**src/rtl/raw_comb_n_streams.sv**
```systemverilog
// ============================================================================
//  Module   : raw_comb_n_streams
//  Purpose  : Buffers N_STREAMS demultiplexed SPI sample streams in per-lane
//             single-clock FIFOs and emits one combined word (16-bit sample
//             plus 12-bit channel per lane) whenever every enabled lane holds
//             a sample. Flags overflow, bad lane selects and channel
//             misalignment across lanes.
//  Ports    : bus_clk       - sole clock, rising edge
//             xike_reset_n  - synchronous active-low reset
//             stream_en     - per-lane enable mask
//             in_valid      - input word strobe
//             in_streamno   - one-hot lane select for the input word
//             in_data       - [15:0] sample, [28:17] channel number
//             comb_ready    - downstream ready
//             comb_valid    - combined word valid
//             comb_data     - lane k sample at [16k+15:16k]
//             comb_ch       - lane k channel at [12k+11:12k]
//             overflow      - sticky per-lane overflow
//             bad_sel       - sticky non-one-hot select seen
//             align_err     - sticky channel alignment mismatch
//             clr_flags     - clears sticky flags
//  Revision : 1.0 - initial release
// ============================================================================
`default_nettype none

module raw_comb_n_streams #(
   parameter int N_STREAMS  = 5,
   parameter int FIFO_DEPTH = 16
) (
   input  logic                      bus_clk,
   input  logic                      xike_reset_n,
   input  logic [N_STREAMS-1:0]      stream_en,
   input  logic                      in_valid,
   input  logic [N_STREAMS-1:0]      in_streamno,
   input  logic [31:0]               in_data,
   input  logic                      comb_ready,
   output logic                      comb_valid,
   output logic [16*N_STREAMS-1:0]   comb_data,
   output logic [12*N_STREAMS-1:0]   comb_ch,
   output logic [N_STREAMS-1:0]      overflow,
   output logic                      bad_sel,
   output logic                      align_err,
   input  logic                      clr_flags
);

   localparam int              c_AW   = $clog2(FIFO_DEPTH);
   localparam int              c_CW   = c_AW + 1;
   localparam logic [c_CW-1:0] c_FULL = c_CW'(FIFO_DEPTH);

   // Stored word layout: [27:16] channel, [15:0] sample
   logic [27:0]               w_rd_word [N_STREAMS];
   logic [N_STREAMS-1:0]      w_nonempty;
   logic [N_STREAMS-1:0]      w_full;
   logic [N_STREAMS-1:0]      w_lane_hit;
   logic [N_STREAMS-1:0]      w_push;
   logic [N_STREAMS-1:0]      w_pop;
   logic [N_STREAMS-1:0]      w_ovf_set;
   logic [4:0]                w_sel_cnt;
   logic                      w_one_hot;
   logic                      w_fire;
   logic                      w_have_ref;
   logic [4:0]                w_ref_ch;
   logic                      w_misalign;
   logic [16*N_STREAMS-1:0]   w_nxt_data;
   logic [12*N_STREAMS-1:0]   w_nxt_ch;
   logic [3:0]                w_unused_bits;

   logic                      r_comb_valid;
   logic [16*N_STREAMS-1:0]   r_comb_data;
   logic [12*N_STREAMS-1:0]   r_comb_ch;
   logic [N_STREAMS-1:0]      r_overflow;
   logic                      r_bad_sel;
   logic                      r_align_err;

   // Bits of the SPI bundle that carry no payload for this block
   assign w_unused_bits = {in_data[31:29], in_data[16]};

   always_comb begin
      w_sel_cnt = '0;
      for (int k = 0; k < N_STREAMS; k++) begin
         w_sel_cnt = w_sel_cnt + 5'(in_streamno[k]);
      end
   end
   assign w_one_hot = (w_sel_cnt == 5'd1);

   // Fire only when every enabled lane can supply a word and the output
   // register is either empty or being consumed this cycle.
   assign w_fire = (|stream_en) &
                   (&(w_nonempty | ~stream_en)) &
                   (~r_comb_valid | comb_ready);
   assign w_pop  = stream_en & {N_STREAMS{w_fire}};

   generate
      for (genvar k = 0; k < N_STREAMS; k++) begin : g_lane
         logic [27:0]      r_mem [FIFO_DEPTH];
         logic [c_AW-1:0]  r_wp;
         logic [c_AW-1:0]  r_rp;
         logic [c_CW-1:0]  r_cnt;

         assign w_nonempty[k] = (r_cnt != '0);
         assign w_full[k]     = (r_cnt == c_FULL);
         assign w_lane_hit[k] = in_valid & w_one_hot & in_streamno[k] & stream_en[k];
         // A pop in the same cycle frees the slot, so a full lane still accepts
         assign w_push[k]     = w_lane_hit[k] & (~w_full[k] | w_pop[k]);
         assign w_ovf_set[k]  = w_lane_hit[k] & w_full[k] & ~w_pop[k];
         assign w_rd_word[k]  = r_mem[r_rp];

         always_ff @(posedge bus_clk) begin
            if (w_push[k]) begin
               r_mem[r_wp] <= {in_data[28:17], in_data[15:0]};
            end
         end

         // A disabled lane is held flushed so re-enabling starts it empty
         always_ff @(posedge bus_clk) begin
            if (!xike_reset_n || !stream_en[k]) begin
               r_wp  <= '0;
               r_rp  <= '0;
               r_cnt <= '0;
            end else begin
               if (w_push[k]) begin
                  r_wp <= r_wp + c_AW'(1);
               end
               if (w_pop[k]) begin
                  r_rp <= r_rp + c_AW'(1);
               end
               case ({w_push[k], w_pop[k]})
                  2'b10:   r_cnt <= r_cnt + c_CW'(1);
                  2'b01:   r_cnt <= r_cnt - c_CW'(1);
                  default: r_cnt <= r_cnt;
               endcase
            end
         end
      end
   endgenerate

   // Alignment reference is the lowest-numbered enabled lane
   always_comb begin
      w_have_ref = 1'b0;
      w_ref_ch   = '0;
      w_misalign = 1'b0;
      for (int k = 0; k < N_STREAMS; k++) begin
         if (stream_en[k]) begin
            if (!w_have_ref) begin
               w_have_ref = 1'b1;
               w_ref_ch   = w_rd_word[k][20:16];
            end else if (w_rd_word[k][20:16] != w_ref_ch) begin
               w_misalign = 1'b1;
            end
         end
      end
   end

   always_comb begin
      w_nxt_data = '0;
      w_nxt_ch   = '0;
      for (int k = 0; k < N_STREAMS; k++) begin
         if (stream_en[k]) begin
            w_nxt_data[16*k +: 16] = w_rd_word[k][15:0];
            w_nxt_ch[12*k +: 12]   = w_rd_word[k][27:16];
         end
      end
   end

   // Sticky flags: a set event in the clearing cycle wins
   always_ff @(posedge bus_clk) begin
      if (!xike_reset_n) begin
         r_comb_valid <= 1'b0;
         r_comb_data  <= '0;
         r_comb_ch    <= '0;
         r_overflow   <= '0;
         r_bad_sel    <= 1'b0;
         r_align_err  <= 1'b0;
      end else begin
         if (w_fire) begin
            r_comb_valid <= 1'b1;
            r_comb_data  <= w_nxt_data;
            r_comb_ch    <= w_nxt_ch;
         end else if (comb_ready) begin
            r_comb_valid <= 1'b0;
         end
         r_overflow  <= (clr_flags ? '0 : r_overflow) | w_ovf_set;
         r_bad_sel   <= (clr_flags ? 1'b0 : r_bad_sel) | (in_valid & ~w_one_hot);
         r_align_err <= (clr_flags ? 1'b0 : r_align_err) | (w_fire & w_misalign);
      end
   end

   assign comb_valid = r_comb_valid;
   assign comb_data  = r_comb_data;
   assign comb_ch    = r_comb_ch;
   assign overflow   = r_overflow;
   assign bad_sel    = r_bad_sel;
   assign align_err  = r_align_err;

endmodule

`default_nettype wire
```
**config.mk**
```make
export PLATFORM = sky130hd
export DESIGN_NAME = raw_comb_n_streams
export DESIGN_NICKNAME = d
export VERILOG_FILES = /design/src/rtl/raw_comb_n_streams.sv
export SDC_FILE = /design/constraint.sdc
export NUM_CORES = 2
export LEC_CHECK = 0
export ABC_CLOCK_PERIOD_IN_PS = 5400
export CORE_UTILIZATION = 40
export CTS_CLUSTER_SIZE = 24
export DETAILED_ROUTE_END_ITERATION = 16
export MAX_ROUTING_LAYER = met4
export SLEW_MARGIN = 20
export SYNTH_ARGS = -nofsm -noshare
export SYNTH_HDL_FRONTEND = slang
export SYNTH_SLANG_ARGS = --single-unit
```
**constraint.sdc**
```tcl
create_clock -name bus_clk -period 5.4 [get_ports bus_clk]
set_input_delay 0.81 -clock bus_clk [delete_from_list [all_inputs] [get_ports bus_clk]]
set_output_delay 0.81 -clock bus_clk [all_outputs]
set_load 0.005 [all_outputs]
```
==> key figures <==
Outcome
  • Status: finished, final reports clean

Logic synthesis
  • Fraction of registers with async set/reset: 0%
  • Syn. warnings: 0
  • Syn Inst Count: 4335
  • Yosys reg bits: 2473
  • Sequential area share after synthesis: 75.97%
  • Cell Area, Synth: 0.09468 mm2
  • Avg Cell Area, Syn: 21.84 um2
  • Synth Flop Type: edfxtp_1
  • Post-synth EDFFs: between 2000 and 2500
  • Syn_nets: about 4400
  • Synth cell types: 74

Routing
  • Antenna Nets Post-Route: 0
  • Drt total wl: approximately 220 mm
  • DRT Pass-1 Iters: 5
  • Via density: 5.463
  • Initial drt markers: 4120
  • Residual DRC: 0
  • Total number of vias: approximately 44000
  • DR WL/cell: 27.47 um

Timing
  • Count of final setup violators: 0
  • Fin crit period: 4506 ps
  • Hold WS: 354.2 ps
  • Worst slew pin tran: 1096 ps
  • RSZ-0062 raised after global routing: false
  • Max-slew headroom: 26.93%
  • Final Hold Viols: 0
  • Setup slack after layout: 893.6 ps
  • Skew final: 58.52 ps
  • Fmax: 221.9 MHz
  • Period utilization: between 80 and 90%
  • Final slew viol count: 0

Setup path
  • Max stage delay cell, worst path: fa_1
  • Crit path to: g_lane[2].r_mem[7][8]
  • Startpoint type of the worst setup path: input pin
  • R2R setup slack: 1900 ps
  • Crit path max fanout: 20
  • Max incr delay on CP: roughly 580 ps
  • WS Path Type: in -> reg
  • Cells on worst reg2reg path: 9
  • Crit path buf inv count: 4
  • Reg2reg end: align_err
  • Crit-path leading delay family: simple AND/OR/NAND/NOR gates
  • Crit path required time: 5910 ps
  • CP cell instances: clkdlybuf4s50_1 > fa_1 > inv_1 > fa_1 > inv_1 > ha_1 > nor3_1 > and2_1 > nand3_1 > a31oi_4 > nand2_1 > nor2_4 > buf_4
  • Number of cells on the critical path: 13
  • Critical path origin: in_streamno[0]
  • Critical path endpoint category: flop
  • Critical Path AT: 5020 ps

Final layout
  • Commonest non-fill, non-tap cells in the layout: edfxtp_1 (2240), mux4_2 (661), clkbuf_16 (279), dfxtp_1 (214), clkdlybuf4s50_1 (161)
  • Post-layout util: 47.09%
  • Area grow syn2layout: 16.96%
  • Most common cell after layout, fill and taps aside: edfxtp_1
  • Final Non-Filler Cells: 8115
  • NumNets Final: 4865
  • Layout cells sized above 1: 28.15%
  • Post-route cell area: 0.1107 mm2

Pwr
  • Static Leak: 33.54 nW
  • Total power density per cell area: 357.8 mW/mm2
  • Peak supply drop: 0.2704 mV

Placed design
  • Worst setup slack after placement: 24.73 ps
  • Routability congestion estimate: ~0.84
  • Final HPWL DP: 130.1 mm
  • Placed Cells: 7642
  • Placed cell areas: 0.1021 mm2
  • I/O Buffers: 190

Run
  • Maxcap violations: 0

Clock network
  • Post-CTS Setup Inserts: 0
  • H-tree levels: 5
  • Resized cells post-CTS: 0
  • Num CTS Buffers: 274
  • Clock Sinks: 2473
  • CTS tree: built
  • Hold buffers post-CTS: 0
  • CTS Buffer Depth: 4
  • Root Buffer: clkbuf_16
  • Worst skew pair latency: a little over 900 ps
  • CTS clk-pin slew, worst paths: 60 ps

Floorplanning
  • Die width: 488.5 um
  • Initial Utilization: 40.26%
  • Core ar.: 0.2352 mm2
  • Num rows: roughly 180
  • I/O pin count: 195
  • Die ar.: 0.2387 mm2
  • Die Ht: 488.5 um

Global route
  • First-pass GRT wire length: 324.4 mm
  • Gr ovfl total: 0
  • Antenna violations before repair: 14
  • GRT Util Overall: 19.42%
  • Vias in the first global route: 45780
  • Largest net degree at the start of global routing: 107

Hold path
  • Hold crit path type: in -> reg
  • Hold path startpoint: in_data[23]
[cell families after synthesis]
logic type	share of synthesized area [%]
AOI/OAI and AO/OA	1.944
xor gates and xnor gates	0.6567
adders and majority gates	0.6898
buffers and inverters	1.395
DFF	75.97
muxes	16.65
and+or+nand+nor	2.701
[stage by stage]
step                      power, mW  TNS, ps
after floorplan               21.57   -13590
after global placement        22.06        0
after detailed placement      22.08        0
after CTS                     40.05        0
after global routing          40.79        0
final                         39.62        0
[worst reg2reg max path, stage by stage (launching register included)]
cell,delay [ps]
dfxtp_4,980
mux4_2,690
mux2i_1,280
o22ai_1,240
a21oi_2,420
nand2_1,180
mux2i_1,200
xor2_1,160
a31o_1,160
nand3_1,60
[metal layers]
metal	part of all wire, %	GRT usage, %	vias up	routed length, um
li1	-	-	18860	-
met1	42	25.62	23820	93860
met2	50	31.25	1340	111500
met3	5.4	3.034	316	12140
met4	2.4	5.545	0	5447
met5	0	-	-	0
[synth_stat cells, drive strengths merged (2+ instances only)]
library cell     n  area, um2
a221oi           2      23.77
mux2i           72      720.7
and2            27      168.9
a211oi           6      55.05
a22oi          143       1074
mux4           665      14990
nor3b            4      30.03
a31oi            5      67.56
o21ai            7      38.78
nand2b          13      83.83
edfxtp        2240      67260
buf            132      795.8
nor2           134      510.5
dfxtp          233       4664
xor2            41      359.1
o211a            3      30.03
ha              41      513.0
a21oi           37      215.2
or3              2      12.51
o2bb2ai          2      36.29
mux2             4      48.79
and3             2      12.51
o22ai            2      18.77
clkbuf         105      394.1
o31ai            3      27.52
xnor2           30      262.8
nor4             7      92.59
nor2b          148      925.9
a21o            12      90.09
o21a             2      15.01
o211ai           2      20.02
fa               7      140.1
nand2           83      314.1
a32o             2      20.02
nand3           23      120.1
nor3            29      172.7
a21boi           6      45.04
nand4           15      93.84
inv             35      131.4
[worst min-delay path by stage]
stage	endpoint	slack, ps	cells past startpoint
global route	g_lane[2].r_mem[15][22]	340	1
floorplan	comb_ch[36]	460	2
detailed placement	comb_ch[24]	460	2
CTS	g_lane[2].r_mem[9][22]	310	1
global placement	comb_ch[24]	460	2
finish	g_lane[2].r_mem[9][22]	350	1
[state kept, by name, indices dropped and copies added (netlist names), named ones only]
signal        count
g_lane.r_cnt     25
comb_ch          60
g_lane.r_wp      20
g_lane.r_mem   2240
comb_valid        1
align_err         1
comb_data        80
g_lane.r_rp      20
bad_sel           1
overflow          5
[layout make-up]
type / count / area (um2)
multi-input combinational: 1590 / 21930
tap: 3150 / 3941
antenna: 2 / 5.005
timing repair buffer: 396 / 4185
clock buffer: 347 / 7321
fill: 19360 / 124400
clock inverter: 122 / 1241
sequential: 2473 / 71980
inverter: 35 / 131.4
[report_power, final]
| part | switching (mW) | internal [mW] | total [mW] |
|---|---|---|---|
| combinational | 0.543 | 0.210 | 0.753 |
| clock | 7.21 | 10.7 | 18.0 |
| sequential | 0.0230 | 20.9 | 20.9 |
| total | 7.78 | 31.8 | 39.6 |
Note: power is estimated with default switching activity, not from simulation.
